<file path="config.mk">
export PLATFORM = sky130hd
export DESIGN_NAME = local_out_port_buffer
export DESIGN_NICKNAME = d
export VERILOG_FILES = /design/src/rtl/local_out_port_buffer_pkg.sv /design/src/rtl/local_out_port_buffer_fifo.sv /design/src/rtl/local_out_port_buffer.sv
export SDC_FILE = /design/constraint.sdc
export NUM_CORES = 1
export LEC_CHECK = 0
export BUFFER_PORTS_ARGS = -buffer_cell sky130_fd_sc_hd__buf_2
export CORE_AREA = 2 2 130 132
export DETAILED_ROUTE_END_ITERATION = 7
export DIE_AREA = 0 0 132 134
export PLACE_DENSITY = 0.74
export REMOVE_ABC_BUFFERS = 1
export SYNTH_ARGS = -nofsm -noshare
export SYNTH_HDL_FRONTEND = slang
export SYNTH_HIERARCHICAL = 1
export SYNTH_SLANG_ARGS = --single-unit
</file>
<file path="constraint.sdc">
create_clock -name clk -period 2 [get_ports clk]
set_input_delay 0.2 -clock clk [delete_from_list [all_inputs] [get_ports clk]]
set_output_delay 0.2 -clock clk [all_outputs]
set_load 0.01 [all_outputs]
</file>
<file path="src/rtl/local_out_port_buffer_pkg.sv">
// ---------------------------------------------------------------------------
// local_out_port_buffer_pkg
// Shared definitions for the local output port of a mesh router:
//   - delivery FSM state encoding (also exposed on the debug port)
//   - packet field offsets, shared with the packet generator and collector
// ---------------------------------------------------------------------------
package local_out_port_buffer_pkg;

   typedef enum logic [1:0] {
      ST_IDLE    = 2'd0,  // no request outstanding
      ST_REQ     = 2'd1,  // ReqDnStr high, waiting for the collector grant
      ST_RELEASE = 2'd2   // packet handed over, waiting for the grant to drop
   } dlv_state_t;

   // Packet layout: [15:6] PacketID, [5:0] SenderID. The buffer never
   // looks inside a packet; these are here so every block agrees on them.
   localparam int PACKET_ID_MSB   = 15;
   localparam int PACKET_ID_LSB   = 6;
   localparam int SENDER_ID_WIDTH = 6;

endpackage

</file>
<file path="src/rtl/local_out_port_buffer_fifo.sv">
// ---------------------------------------------------------------------------
// local_fifo
// Parameterized circular buffer. Pointers are log2(DEPTH) bits and wrap
// naturally, so DEPTH must be a power of two. Push while full and pop while
// empty are ignored. Full/empty come from the registered count, so a push
// in the same cycle as a pop on a full buffer is still refused.
// Ports:
//   clk, rst     clock, asynchronous active-high reset
//   push, din    write request and data
//   pop          remove the head entry
//   head         current head entry (combinational read of storage)
//   count        number of stored entries (0..DEPTH)
//   full, empty  count == DEPTH / count == 0
// ---------------------------------------------------------------------------
module local_fifo #(
   parameter int WIDTH = 32,
   parameter int DEPTH = 4
) (
   input  logic                     clk,
   input  logic                     rst,
   input  logic                     push,
   input  logic [WIDTH-1:0]         din,
   input  logic                     pop,
   output logic [WIDTH-1:0]         head,
   output logic [$clog2(DEPTH):0]   count,
   output logic                     full,
   output logic                     empty
);

   localparam int AW = $clog2(DEPTH);
   localparam logic [AW:0] FULL_CNT = (AW+1)'(DEPTH);

   logic [WIDTH-1:0] mem [DEPTH];
   logic [AW-1:0]    wr_ptr;
   logic [AW-1:0]    rd_ptr;
   logic             push_ok;
   logic             pop_ok;

   assign full    = (count == FULL_CNT);
   assign empty   = (count == '0);
   assign push_ok = push && !full;
   assign pop_ok  = pop && !empty;
   assign head    = mem[rd_ptr];

   // Storage has no reset; only pointers and count define validity.
   always_ff @(posedge clk) begin
      if (push_ok) begin
         mem[wr_ptr] <= din;
      end
   end

   always_ff @(posedge clk or posedge rst) begin
      if (rst) begin
         wr_ptr <= '0;
         rd_ptr <= '0;
         count  <= '0;
      end else begin
         if (push_ok) begin
            wr_ptr <= wr_ptr + 1'b1;
         end
         if (pop_ok) begin
            rd_ptr <= rd_ptr + 1'b1;
         end
         case ({push_ok, pop_ok})
            2'b10:   count <= count + 1'b1;
            2'b01:   count <= count - 1'b1;
            default: count <= count;
         endcase
      end
   end

endmodule

</file>
<file path="src/rtl/local_out_port_buffer.sv">
// ---------------------------------------------------------------------------
// local_out_port_buffer
// Local output port of a mesh router: queues packets from the crossbar in a
// small FIFO and hands them one at a time to the PE collector.
//
// Handshakes:
//   Upstream   - the crossbar offers one packet per cycle with ReqUpStr
//                high; it is accepted on that edge iff the FIFO is not full
//                (full judged before any pop in the same cycle). GntUpStr
//                pulses for one cycle after each accepted write. UpStrFull
//                is registered and is high exactly while the FIFO holds
//                bufDepth packets.
//   Downstream - two-phase Req/Gnt. ReqDnStr rises with PacketOut already
//                stable, and both hold until GntDnStr is seen high; the head
//                is popped on that edge and ReqDnStr drops. The next request
//                is not raised until GntDnStr has returned low. DnStrFull
//                only gates raising a new request; an outstanding request is
//                never withdrawn.
//
// Ports:
//   clk, reset             clock, asynchronous active-high reset
//   PacketIn, ReqUpStr     packet and write request from the crossbar
//   GntUpStr, UpStrFull    write acknowledge pulse, FIFO full flag
//   PacketOut, ReqDnStr    registered head packet and request to collector
//   GntDnStr, DnStrFull    collector grant and collector-full flag
//   DelivCount             packets delivered since reset (wraps at 2^32)
//   dbg_state, dbg_count   delivery FSM state and FIFO occupancy
//   dbg_router_id          routerID tag of this instance
// ---------------------------------------------------------------------------
module local_out_port_buffer
   import local_out_port_buffer_pkg::*;
#(
   parameter logic [5:0] routerID  = 6'b000_000,
   parameter int         dataWidth = 32,
   parameter int         bufDepth  = 4
) (
   input  logic                        clk,
   input  logic                        reset,
   input  logic [dataWidth-1:0]        PacketIn,
   input  logic                        ReqUpStr,
   output logic                        GntUpStr,
   output logic                        UpStrFull,
   output logic [dataWidth-1:0]        PacketOut,
   output logic                        ReqDnStr,
   input  logic                        GntDnStr,
   input  logic                        DnStrFull,
   output logic [31:0]                 DelivCount,
   output dlv_state_t                  dbg_state,
   output logic [$clog2(bufDepth):0]   dbg_count,
   output logic [5:0]                  dbg_router_id
);

   localparam int AW = $clog2(bufDepth);
   localparam logic [AW:0] FULL_CNT = (AW+1)'(bufDepth);

   logic [dataWidth-1:0] head;
   logic [AW:0]          fifo_count;
   logic                 fifo_full;
   logic                 fifo_empty;
   logic                 push_ok;
   logic                 full_next;
   logic                 pop_now;
   logic                 load_out;
   dlv_state_t           state;
   dlv_state_t           state_next;

   local_fifo #(
      .WIDTH (dataWidth),
      .DEPTH (bufDepth)
   ) u_fifo (
      .clk   (clk),
      .rst   (reset),
      .push  (ReqUpStr),
      .din   (PacketIn),
      .pop   (pop_now),
      .head  (head),
      .count (fifo_count),
      .full  (fifo_full),
      .empty (fifo_empty)
   );

   assign push_ok = ReqUpStr && !fifo_full;

   // FIFO is full after this edge if it was full and nothing leaves, or if
   // it holds one less than full and this write gets in with no pop.
   assign full_next = !pop_now &&
                      (fifo_full || (push_ok && (fifo_count == FULL_CNT - 1'b1)));

   // Delivery FSM: next state and strobes.
   always_comb begin
      state_next = state;
      load_out   = 1'b0;
      pop_now    = 1'b0;
      case (state)
         ST_IDLE: begin
            if (!fifo_empty && !DnStrFull) begin
               load_out   = 1'b1;
               state_next = ST_REQ;
            end
         end
         ST_REQ: begin
            if (GntDnStr) begin
               pop_now    = 1'b1;
               state_next = ST_RELEASE;
            end
         end
         ST_RELEASE: begin
            if (!GntDnStr) begin
               if (!fifo_empty && !DnStrFull) begin
                  load_out   = 1'b1;
                  state_next = ST_REQ;
               end else begin
                  state_next = ST_IDLE;
               end
            end
         end
         default: state_next = ST_IDLE;
      endcase
   end

   // ReqDnStr is a register so it drops immediately on asynchronous reset.
   always_ff @(posedge clk or posedge reset) begin
      if (reset) begin
         state      <= ST_IDLE;
         ReqDnStr   <= 1'b0;
         PacketOut  <= '0;
         DelivCount <= '0;
         GntUpStr   <= 1'b0;
         UpStrFull  <= 1'b0;
      end else begin
         state     <= state_next;
         ReqDnStr  <= (state_next == ST_REQ);
         GntUpStr  <= push_ok;
         UpStrFull <= full_next;
         if (load_out) begin
            PacketOut <= head;
         end
         if (pop_now) begin
            DelivCount <= DelivCount + 32'd1;
         end
      end
   end

   assign dbg_state     = state;
   assign dbg_count     = fifo_count;
   assign dbg_router_id = routerID;

endmodule
</file>
==> flow_summary.ini <==
[timing]
final.min_clock_period_ns = 1.96
whs_ns = 0.210
rsz0062_at_grt = yes
worst_pin_slew_ns = 0.938
fmax_ghz = 0.510
finalHoldViolCount = 0
finClkSkew_ns = 0.0243
tns_ns = 0
finalMaxSlewViolations = 0
setup_viol = 0
fin_crit_sh_pct = 98.1
relSlewSlack_pct = 37.5

[yosys]
yosys_warnings = 6
synth_async_sr_flop_share_pct = 37.3
synthFlopType = edfxtp_1
synth_edf_count = 128
netlist_area_sq_um = 8140
synth_cells = 425
synth-seq-area-share_pct = 70.6
ys_types = 44
syn_avg_cell_area_sq_um = 19.2
ys_ff_latch = 204

[worst_setup_path]
critPathBufInv = 0
crit_arrival_ns = 2.08
cp_top_family = simple AND/OR/NAND/NOR gates
reg2regPathDepth = 3
crit_start = u_fifo/count[2]$_DFFE_PP0P_
r2r_slack_ns = 0.04
max_stage_delay_ns = 0.81
endpoint_kind = register
cp.required_ns = 2.12
crit-reg2reg-capture = u_fifo/mem[2][22]$_DFFE_PP_
timing.rr.start = u_fifo/count[2]$_DFFE_PP0P_
startpoint_type = register
cp-endpoint = u_fifo/mem[2][22]$_DFFE_PP_
path_max_fanout = 32
critPathSlowestCell = and2_2
path_cells = nor3b_4 -> nor2b_2 -> and2_2
cp.depth = 3
worstSetupPathType = reg -> reg

[placement]
dp.cells = 752
portBuffers = 108
gp_congestion = 0.770
hpwl_microns = 9240
place_area_sq_um = 8960

[final_layout]
drive_above_1_share_pct = 39.9
syn_to_final_growth_pct = 23.4
final_cell_mix = 128 x edfxtp_1, 108 x buf_2, 74 x dfrtp_1, 35 x dlygate4sd3_1, 32 x mux2_2
fillers = 1194
antenna_cells = 0
final_cell_count_no_fill = 827
layout_commonest_cell = edfxtp_1
nets = 635
design_area_sq_um = 10000

[grt]
antenna_found_initial = 0
grtUsageTotal_pct = 17.7
grt_max_degree = 42
grt_pass1_vias = 4613
overflow = 0
grt_pass1_wl_microns = 24600

[die]
coreArea_sq_um = 16300
io_pins = 115
die_y_microns = 134
dieArea_sq_um = 17700
initial_utilization_pct = 50.0
core.rowCount = 47
die_w_microns = 132

[cts]
htree_num_levels = 1
clock-sinks = 204
cts_tree = yes
cts.path.max_buffers = 3
path_clk_slew_ns = 0.06
cts-root-buf = clkbuf_16
postCtsSetupBuffers = 0
clock_latency_ns = 0.51
cts_buffers = 22

[power]
p_seq_share_pct = 44.0
intPower_mw = 9.92
max-vdd-ir-drop_v = 0.00106
p_leak_nw = 4.07
combPwrFrac_pct = 27.4
power_frac_clock_pct = 28.6
p_switching_mw = 3.90
netSwitchingFraction_pct = 28.2
power_density_nw_per_um2 = 1380

[detailed_routing]
drt-initial-drc-count = 207
viasPerCell = 5.12
drt.antenna.violating_nets = 0
wirelength_microns = 14900
drt_pass1_iterations = 5
routedWlPerCell_microns = 18.1
vias = 4238
drc = 0

[flow_run]
maxCapViolCount = 0

[min_path]
hold_class = in -> async

[run_status]
status = finished, final reports clean
[synth_stat cells, drive strengths merged, types with 2 or more instances]
| cell | n | share of area (%) |
|---|---|---|
| and2 | 8 | 0.61 |
| and3 | 5 | 0.38 |
| and4 | 3 | 0.38 |
| buf | 20 | 2.4 |
| dfrtp | 76 | 23 |
| edfxtp | 128 | 47 |
| ha | 6 | 0.92 |
| inv | 10 | 0.46 |
| mux2 | 34 | 4.7 |
| mux4 | 32 | 9.0 |
| nand2 | 12 | 0.55 |
| nand2b | 3 | 0.23 |
| nand3 | 9 | 0.77 |
| nand4 | 7 | 0.91 |
| nor2 | 6 | 0.28 |
| nor2b | 2 | 0.18 |
| nor3 | 5 | 0.31 |
| nor3b | 2 | 0.25 |
| nor4 | 8 | 1.4 |
| o21bai | 2 | 0.18 |
| xnor2 | 16 | 1.7 |
| xor2 | 21 | 2.3 |
[area by class of cell]
| class | count | area (sq um) | share of cell area (%) |
|---|---|---|---|
| flip-flops and latches | 204 | 5750 | 57.2 |
| well taps | 220 | 275 | 2.74 |
| inverters | 10 | 38.8 | 0.386 |
| clock inverters | 9 | 92.6 | 0.922 |
| repair buffers | 158 | 1070 | 10.6 |
| clock buffers | 31 | 636 | 6.33 |
| multi-input cells | 195 | 2190 | 21.8 |
[per-stage QoR]
stage	utilization (%)	setup slack, ns	total power, mW
global placement	55.0	0.0914	9.79
detailed placement	55.0	0.0267	9.95
finish	61.7	0.0379	13.8
CTS	61.6	0.0120	14.0
global route	61.7	-0.0726	14.6
floorplan	-	-0.471	8.42
[power by group through the flow]
stage          Sequential (mW)  Combinational [mW]  Clock [mW]
2_1_floorplan             6.50                1.93           0
3_3_place_gp              6.09                3.70           0
3_5_place_dp              6.16                3.79           0
4_1_cts                   6.09                3.86        4.05
5_1_grt                   6.19                4.14        4.22
6_report                  6.09                3.79        3.95
[how the worst min path moves through the flow]
stage	start	to	slack, ns	depth (start not counted)
after global routing	reset	u_fifo/rd_ptr[0]$_DFFE_PP0P_	0.24	3
after detailed placement	reset	u_fifo/wr_ptr[1]$_DFFE_PP0P_	0.17	2
after CTS	reset	u_fifo/wr_ptr[0]$_DFFE_PP0P_	0.19	3
after global placement	reset	u_fifo/wr_ptr[1]$_DFFE_PP0P_	0.16	2
final	reset	u_fifo/wr_ptr[1]$_DFFE_PP0P_	0.21	3
after floorplan	reset	u_fifo/count[0]$_DFFE_PP0P_	0.003	1
[per-layer routing]
metal | track usage [%] | vias up | share of wire, %
met5 | 0 | - | 0
met4 | 4.71 | 0 | 2.0
met3 | 3.70 | 29 | 5.4
met2 | 31.6 | 119 | 50
met1 | 22.1 | 2146 | 42
li1 | - | 1944 | -
[registers in the layout (all words and copies together), names as in the netlist]
signal / flops
dbg_state: 2
u_fifo/rd_ptr: 2
ReqDnStr: 1
u_fifo/mem: 128
PacketOut: 32
u_fifo/wr_ptr: 2
DelivCount: 32
GntUpStr: 1
UpStrFull: 1
u_fifo/count: 3
[cell families (layout without fill, tap and decap cells)]
kind of cell | count (synthesis) | count (layout) | synth area share (%)
adders and majority gates | 7 | 7 | 1.17
xor gates and xnor gates | 37 | 37 | 3.98
muxes | 67 | 67 | 13.9
buffers and inverters | 31 | 208 | 2.87
AOI/OAI and AO/OA | 6 | 6 | 0.830
other | 1 | 6 | 0.0461
DFF | 204 | 204 | 70.6
and+or+nand+nor | 72 | 72 | 6.64
[worst reg2reg max path: cells and delay by family, from the launching register on]
kind,cells,cell delay (ns)
DFF,1,0.39
and+or+nand+nor,3,1.19
[what timing repair did]
item,in CTS,in global routing
hold buffers,35,0
endpoints found under the hold margin,166,0
endpoints found under the setup margin,0,129
gates resized for setup,0,2
Power figures use the tool's default switching activity.
